==> src/rtl/led_pkg.sv <==
// Shared constants for the LED blinker and rate meter: class codes, FSM states,
// default blink limits and the window-compare helper.
package led_pkg;

  typedef enum logic [2:0] {
    CLASS_NONE = 3'd0,
    CLASS_10HZ = 3'd1,
    CLASS_5HZ  = 3'd2,
    CLASS_2HZ  = 3'd3,
    CLASS_1HZ  = 3'd4
  } class_e;

  typedef enum logic {
    ST_IDLE,
    ST_MEASURE
  } state_e;

  localparam int unsigned LIMIT_10HZ = 1250000;
  localparam int unsigned LIMIT_5HZ  = 2500000;
  localparam int unsigned LIMIT_2HZ  = 6250000;
  localparam int unsigned LIMIT_1HZ  = 12500000;

  // True when |meas - expected| <= expected >> shift.
  function automatic logic in_window(input logic [31:0] meas, input logic [31:0] expected,
                                     input int unsigned shift);
    logic [31:0] diff;
    diff = (meas >= expected) ? (meas - expected) : (expected - meas);
    return diff <= (expected >> shift);
  endfunction

endpackage

==> src/rtl/edge_sync.sv <==
// Two-flop synchronizer plus previous-value register; flags any rise or fall.
module edge_sync (
  input  logic i_Clk,
  input  logic i_Rst_L,
  input  logic i_Sig,
  output logic o_Edge
);

  logic sync1_q, sync2_q, prev_q;

  always_ff @(posedge i_Clk or negedge i_Rst_L) begin
    if (!i_Rst_L) begin
      sync1_q <= 1'b0;
      sync2_q <= 1'b0;
      prev_q  <= 1'b0;
    end else begin
      sync1_q <= i_Sig;
      sync2_q <= sync1_q;
      prev_q  <= sync2_q;
    end
  end

  assign o_Edge = sync2_q ^ prev_q;

endmodule

==> src/rtl/led_rate_meter.sv <==
// Measures the half-period of an asynchronous square wave in clock cycles and
// classifies it against the 10/5/2/1 Hz blink limits, with lock and timeout flags.
module led_rate_meter
  import led_pkg::*;
#(
  parameter int unsigned g_limit_for_10Hz = LIMIT_10HZ,
  parameter int unsigned g_limit_for_5Hz  = LIMIT_5HZ,
  parameter int unsigned g_limit_for_2Hz  = LIMIT_2HZ,
  parameter int unsigned g_limit_for_1Hz  = LIMIT_1HZ,
  parameter int unsigned g_tol_shift      = 3,
  parameter int unsigned g_timeout        = 25000000
) (
  input  logic        i_Clk,
  input  logic        i_Rst_L,
  input  logic        i_Sig,
  output logic [31:0] o_Half_Period,
  output logic        o_Valid,
  output logic [2:0]  o_Class,
  output logic        o_Locked,
  output logic        o_Timeout
);

  localparam logic [31:0] EXP_10HZ = 32'(g_limit_for_10Hz + 1);
  localparam logic [31:0] EXP_5HZ  = 32'(g_limit_for_5Hz + 1);
  localparam logic [31:0] EXP_2HZ  = 32'(g_limit_for_2Hz + 1);
  localparam logic [31:0] EXP_1HZ  = 32'(g_limit_for_1Hz + 1);
  localparam logic [31:0] TIMEOUT  = 32'(g_timeout);

  logic        sig_edge;
  logic [31:0] cnt_q, meas;
  logic [31:0] half_period_q;
  logic        valid_q, locked_q, timeout_q;
  class_e      class_q, new_class;
  state_e      state_q;
  logic [3:0]  hit;

  edge_sync u_edge_sync (
    .i_Clk   (i_Clk),
    .i_Rst_L (i_Rst_L),
    .i_Sig   (i_Sig),
    .o_Edge  (sig_edge)
  );

  // Cycles since the last edge, counting the current edge cycle.
  assign meas = cnt_q + 32'd1;

  always_comb begin
    hit[0] = in_window(meas, EXP_10HZ, g_tol_shift);
    hit[1] = in_window(meas, EXP_5HZ, g_tol_shift);
    hit[2] = in_window(meas, EXP_2HZ, g_tol_shift);
    hit[3] = in_window(meas, EXP_1HZ, g_tol_shift);
    new_class = CLASS_NONE;
    if (hit[0])      new_class = CLASS_10HZ;
    else if (hit[1]) new_class = CLASS_5HZ;
    else if (hit[2]) new_class = CLASS_2HZ;
    else if (hit[3]) new_class = CLASS_1HZ;
  end

  always_ff @(posedge i_Clk or negedge i_Rst_L) begin
    if (!i_Rst_L) begin
      state_q       <= ST_IDLE;
      cnt_q         <= '0;
      half_period_q <= '0;
      valid_q       <= 1'b0;
      class_q       <= CLASS_NONE;
      locked_q      <= 1'b0;
      timeout_q     <= 1'b0;
    end else begin
      valid_q <= 1'b0;
      case (state_q)
        ST_IDLE: begin
          // The first edge only arms: no previous edge to measure from.
          if (sig_edge) begin
            state_q   <= ST_MEASURE;
            cnt_q     <= '0;
            timeout_q <= 1'b0;
          end
        end
        ST_MEASURE: begin
          if (sig_edge) begin
            cnt_q         <= '0;
            half_period_q <= meas;
            valid_q       <= 1'b1;
            class_q       <= new_class;
            locked_q      <= (new_class == class_q) && (new_class != CLASS_NONE);
          end else if (meas == TIMEOUT) begin
            state_q   <= ST_IDLE;
            cnt_q     <= '0;
            timeout_q <= 1'b1;
            class_q   <= CLASS_NONE;
            locked_q  <= 1'b0;
          end else begin
            cnt_q <= meas;
          end
        end
        default: state_q <= ST_IDLE;
      endcase
    end
  end

  assign o_Half_Period = half_period_q;
  assign o_Valid       = valid_q;
  assign o_Class       = class_q;
  assign o_Locked      = locked_q;
  assign o_Timeout     = timeout_q;

endmodule
==> config.mk <==
export PLATFORM = sky130hd
export DESIGN_NAME = led_rate_meter
export DESIGN_NICKNAME = d
export VERILOG_FILES = /design/src/rtl/led_pkg.sv /design/src/rtl/edge_sync.sv /design/src/rtl/led_rate_meter.sv
export SDC_FILE = /design/constraint.sdc
export NUM_CORES = 1
export LEC_CHECK = 0
export ABC_AREA = 1
export CAP_MARGIN = 20
export CORE_UTILIZATION = 40
export CTS_BUF_LIST = sky130_fd_sc_hd__clkbuf_16
export CTS_CLUSTER_DIAMETER = 30
export DETAILED_ROUTE_END_ITERATION = 6
export DONT_BUFFER_PORTS = 1
export PLACE_DENSITY = 0.5
export SLEW_MARGIN = 20
export SYNTH_ARGS = -nofsm -noshare
export SYNTH_HDL_FRONTEND = slang
export SYNTH_HIERARCHICAL = 1
export SYNTH_SLANG_ARGS = --single-unit
==> constraint.sdc <==
create_clock -name i_Clk -period 7.95 [get_ports i_Clk]
set_input_delay 2.385 -clock i_Clk [delete_from_list [all_inputs] [get_ports i_Clk]]
set_output_delay 2.385 -clock i_Clk [all_outputs]
set_load 0.05 [all_outputs]
# Word level (Yosys, flattened, before mapping)

Cells that the tools add are included.
Widths: inputs -> output; s select.

Input bits: 3
Flip-flop bits (word level): 74
Output and inout port bits: 38
Word-level logic and storage cells: 65

Bitwise gates (word level): 2
Reduce and logical (&&, ||, !) cells: 6
Equality and inequality tests: 5
Mux-type cells: 25
$lt $le $gt $ge: 8
$add $sub $neg: 9

Operators by type and width:

| cell                   | number |
|---|---|
| $mux 32                | 7 |
| $pmux 32 s2            | 1 |
| $add 32x1->32 const B  | 1 |
| $eq 32x25->1 const B   | 1 |
| $ge 32x21->1 const B   | 1 |
| $ge 32x22->1 const B   | 1 |
| $ge 32x23->1 const B   | 1 |
| $ge 32x24->1 const B   | 1 |
| $le 32x18->1 const B   | 1 |
| $le 32x19->1 const B   | 1 |
| $le 32x20->1 const B   | 1 |
| $le 32x21->1 const B   | 1 |
| $sub 21x32->32 const A | 1 |
| $sub 22x32->32 const A | 1 |
| $sub 23x32->32 const A | 1 |
| $sub 24x32->32 const A | 1 |
| $sub 32x21->32 const B | 1 |
| $sub 32x22->32 const B | 1 |
| $sub 32x23->32 const B | 1 |
| $sub 32x24->32 const B | 1 |
| $mux 3                 | 6 |
| $mux 1                 | 9 |
| $ne 2x2->1 const B     | 2 |
| $pmux 1 s2             | 2 |
| other kinds (9)        | 10 |

# Logic depth before layout (Yosys ltp)

Word-level depth: 11
Depth in mapped cells: 32
Depth with buffers taken out: 32

# Cells and area by module

The synthesis kept the hierarchy.

By module, submodules not included:

| module         | cells an instance | area each (sq um) | seq. area each (sq um) | times used |
|---|---|---|---|---|
| led_rate_meter | 2513              | 13082.5           | 1776.7                 | 1 |
| edge_sync      | 8                 | 93.8              | 75.1                   | 1 |

# Worst setup path after synthesis

No wires, ideal clock.

Path type: register to register
From: register cnt_q[0]
To: register locked_q (netlist: o_Locked)
Period minus slack after synthesis: 3.737 ns
Arrival: 3.671 ns
Setup slack: 4.213 ns
Required time: 7.884 ns
Cell stages (with the launch flop): 31
Library setup time: 0.066 ns
Path buffers: 1
Cells stage by stage: dfrtp_1 -> buf_4 -> inv_2 -> ha_1 -> inv_1 -> ha_1 -> inv_1 -> o21ai_1 -> nor2_1 -> nand2_1 -> nand2_1 -> nand2_2 -> nand3_1 -> o21ai_0 -> xor2_1 -> nand2_1 -> nand2_1 -> inv_1 -> nor2_1 -> nand2_1 -> nor2_1 -> nand2_1 -> nand2_1 -> nand2_1 -> nand2_1 -> nand2_1 -> nor2_2 -> nor2_1 -> nor2_1 -> nand4_1 -> nand2_1

Longest elaborated chain between the ends: 11
Elaborated cells between the ends (all ways): 32
Classes of those cells: add/sub (9); order compare (8); eq/ne (2); mux (9); reduce/logical (4)

Ends and longest elaborated chain:

| item                                                   | RTL line             | source |
|---|---|---|
| from (decl)                                            | led_rate_meter.sv:30 | `logic [31:0] cnt_q, meas;` |
| from (signal assigned)                                 | led_rate_meter.sv:93 | `cnt_q <= meas;` |
| $add 32x1->32 (*)                                      | led_rate_meter.sv:45 | `assign meas = cnt_q + 32'd1;` |
| via meas[0]                                            | led_rate_meter.sv:30 |  |
| $sub 24x32->32, or another cell as far along           | led_pkg.sv:27        | `diff = (meas >= expected) ? (meas - expected) : (expected - meas);` |
| $mux 32                                                | led_pkg.sv:27        |  |
| $le 32x21->1                                           | led_pkg.sv:28        | `return diff <= (expected >> shift);` |
| $mux 3                                                 | led_rate_meter.sv:56 | `else if (hit[3]) new_class = CLASS_1HZ;` |
| $mux 3                                                 | led_rate_meter.sv:55 | `else if (hit[2]) new_class = CLASS_2HZ;` |
| $mux 3                                                 | led_rate_meter.sv:54 | `else if (hit[1]) new_class = CLASS_5HZ;` |
| $mux 3                                                 | led_rate_meter.sv:53 | `if (hit[0]) new_class = CLASS_10HZ;` |
| $eq 3x3->1 / $reduce_bool 3->1 (equally long branches) | led_rate_meter.sv:85 | `locked_q <= (new_class == class_q) && (new_class != CLASS_NONE);` |
| $logic_and 1x1->1                                      | led_rate_meter.sv:85 |  |
| $mux 1                                                 | led_rate_meter.sv:80 | `if (sig_edge) begin` |
| to (signal assigned)                                   | led_rate_meter.sv:85 |  |
| to (decl)                                              | led_rate_meter.sv:32 | `logic valid_q, locked_q, timeout_q;` |

Mark *: on every way through the listed nets, which the timed path passes. The rest lies on a longest branch.
A chain may end at the register's enable or synchronous reset.

# Worst setup path after layout

From: register cnt_q[9]
To: register locked_q (netlist: o_Locked)

Longest elaborated chain between the ends: 11
Elaborated cells between the ends (all ways): 32
Classes of those cells: add/sub (9); order compare (8); eq/ne (2); mux (9); reduce/logical (4)

Ends and longest elaborated chain:

| item                                                   | RTL line |
|---|---|
| $add 32x1->32 (*)                                      | led_rate_meter.sv:45 |
| $sub 24x32->32, or another cell as far along           | led_pkg.sv:27 |
| $mux 32                                                | led_pkg.sv:27 |
| $le 32x21->1                                           | led_pkg.sv:28 |
| $mux 3                                                 | led_rate_meter.sv:56 |
| $mux 3                                                 | led_rate_meter.sv:55 |
| $mux 3                                                 | led_rate_meter.sv:54 |
| $mux 3                                                 | led_rate_meter.sv:53 |
| $eq 3x3->1 / $reduce_bool 3->1 (equally long branches) | led_rate_meter.sv:85 |
| $logic_and 1x1->1                                      | led_rate_meter.sv:85 |
| $mux 1                                                 | led_rate_meter.sv:80 |

Mark *: on every way between the ends. The rest lies on a longest branch, timed or not.

==> results.md <==
* First-pass GRT wire length at 103400 um
* Clk root buf: clkbuf_16
* Die area at 33670 um2
* Reg2Reg Launch Point: cnt_q[9]
* Max-Cap Viols at 0
* List of most frequent post-synthesis cells: nand2_1, nor2_1, nand3_1
* R2R depth at 25
* Critical path required time at 8190 ps
* Top-count cell post-synth: nand2_1
* Vias per Instance at 5.940
* Post CTS Setup Buffer Count at 0
* Site Rows at 66
* Final Setup Violations at 0
* Critical Path End Type: register
* Pin count of the biggest net entering global routing at 75
* Share of layout cells above drive strength 1 at 0.06393
* Remaining DRCs at 0
* Seq/Total Area, Yosys at 0.1405
* DRT antenna net count at 0
* Port Buf Inserts at 0
* Synth Cell Area at 13180 um2
* Clock latency on the worst-skew pair at 350 ps
* Yosys top cell by area: nand2_1
* Top layer in use: met4
* Top_reg_cell synth: dfrtp_1
* Netlist cell types at 45
* Post-Syn Instances at 2521
* Post-synthesis async set-or-reset flop share at 1.000
* Clock tree skew after final layout at 8.954 ps
* #FFs+latches synth at 74
* Number of H-tree levels at 3
* Die Y at 183.5 um
* Yosys top cell area share at 0.3011
* Router iterations before antenna repair at 7
* IO Pins at 41
* YS warnings at 6
* Mapped Nets at 2531
* Hpwl dp at 56070 um
* WP data arrival at 6180 ps
* Clock transition at path regs at 60 ps
* Leak at 7.160 nW
* GRT overflow at 0
* Initial Util at 0.4060
* Final setup TNS at 0 ps
* Worst hold path depth at 0
* WL final at 71560 um
* Cell area power density at 76.68 nW/um2
* Reg2reg setup slack at 2020 ps
* Routed length on met3 at 9544 um
* DR iter-0 viols at 2873
* Post-Place Setup Slack at 2236 ps
* Hold crit path type: reg2reg
* Maximum VDD drop at 0.1076 mV
* Final Cycle Share at 0.7464
* Fin nets at 2492
* PostCTS Resize Cnt at 0
* Initial antenna violation count at 3
* Peak Freq at 168.5 MHz
* DR WL/cell at 24.42 um
* EDFF count, synth at 0
* Worst Path Max Fanout at 35
* WS Path Type: reg2reg
* Crit start category: register
* # hold bufs at CTS at 0
* DR WL met2 at 27690 um
* Max-slew headroom at 0.2497
* Dominant cells by area after synthesis: nand2_1, dfrtp_1, nand3_1
* Max Slew Vio Count at 0
* Sink Count at 74
* Total CTS buffers at 9
* Unrepaired setup endpoints after global routing: no
* Hold Path Origin: u_edge_sync/sync1_q
* All-Layer GR Usage at 0.4222
* Mean Syn Cell Area at 5.227 um2
* Worst hold endpoint: u_edge_sync/sync2_q
* Number of global-route vias before repair at 15.56k
* Final Hold Fails at 0
* Routability cong. at 1.086
* DRT met1 WL at 29940 um
* Status: finished clean
* Worst-margin pin slew at 1121 ps
* DR vias at 17.40k
* Final worst slack at 2016 ps
* Area grow syn2layout at 4.967%
* Die Width at 183.5 um
* Post-route minimum period at 5934 ps
* Worst reg2reg endpoint: o_Locked
* Max Root-Sink Buffers at 2
* TritonCTS clock tree: built
* Core region area at 32450 um2
## flip-flops by register name, indices dropped and copies added, names as in the netlist
signal,flops
o_Valid,1
o_Timeout,1
cnt_q,32
u_edge_sync/sync1_q,1
o_Locked,1
u_edge_sync/prev_q,1
o_Class,3
u_edge_sync/sync2_q,1
state_q,1
o_Half_Period,32
## through the flow
| stage | hold slack [ps] | power [W] | util | std cells | area (um2) |
|---|---|---|---|---|---|
| after CTS | 362.3 | 0.001052 | 0.4261 | 2929 | 13830 |
| final | 359.6 | 0.001061 | 0.4262 | 2930 | 13830 |
| after floorplan | 331.2 | 0.0005419 | - | 2521 | 13180 |
| after global placement | 345.5 | 0.0006183 | 0.4160 | 2912 | 13500 |
| after global routing | 373.3 | 0.001093 | 0.4261 | 2929 | 13830 |
| after detailed placement | 337.8 | 0.0006170 | 0.4166 | 2913 | 13520 |
## critical path: stages, from the launching register on
cell	delay (ps)
dfrtp_1	480
nand2_1	160
nor2_2	310
nand3_1	130
nand2_1	70
nand2_1	470
nor2_1	1060
nand2_1	580
a21oi_2	300
nand3_1	120
nand2_2	290
nand2_4	300
nor2_2	230
inv_2	90
nand2_1	90
nand3_1	70
nor2_1	140
nand2_1	70
nor2_1	210
nand2_1	120
a21oi_2	160
nand2_1	80
nand2_1	80
nand2_1	60
nand4_1	80
nand2_1	50
## power breakdown
group	internal [W]	switching (W)
logic	0.0000500	0.000157
registers	0.000385	0.0000303
clock network	0.000249	0.000189
## cells by family after synthesis
logic type / after synthesis / share of synthesized area
AO/OA/AOI/OAI: 210 / 0.08793
XOR/XNOR: 112 / 0.07445
adder cells (fa/ha/maj): 7 / 0.006647
buffers and inverters: 299 / 0.09695
flip-flops: 74 / 0.1405
multiplexers: 1 / 0.0007597
AND/OR/NAND/NOR: 1818 / 0.5927
## cell type report
class,instances,area (um2)
fill,3783,18620
multi-input combinational,2148,10050
sequential,74,1852
inverter,220,833.3
tap,442,553.0
timing repair buffer,29,230.2
clock buffer,9,225.2
clock inverter,7,82.58
antenna,1,2.502
## layer usage
metal	track usage	vias up
met3	0.1177	271
met2	0.5908	1206
met4	0.2043	0
met1	0.5886	7957
li1	-	7970
met5	0	-
## cell usage in the layout (no fill, tap or decap), types with 9 or more instances in the layout
cell and instances:
a21oi_1 47, o21ai_1 13, dfrtp_1 74, nand4_1 52, nand2_2 30, inv_2 19, o22ai_1 31, inv_1 199
buf_4 28, xor2_1 112, clkbuf_16 9, nand2_1 1056, nor2_1 309, o21ai_0 90, o211ai_1 11, nor3_1 15
nand3_1 279, nor2_2 26, nor2_4 17
## worst max-delay path by stage
stage,from,end
after floorplan,cnt_q[0],o_Locked
after global placement,cnt_q[0],o_Locked
after detailed placement,cnt_q[0],o_Locked
after CTS,cnt_q[0],o_Locked
after global routing,cnt_q[0],o_Locked
final,cnt_q[9],o_Locked
(Power assumes the default switching activity.)
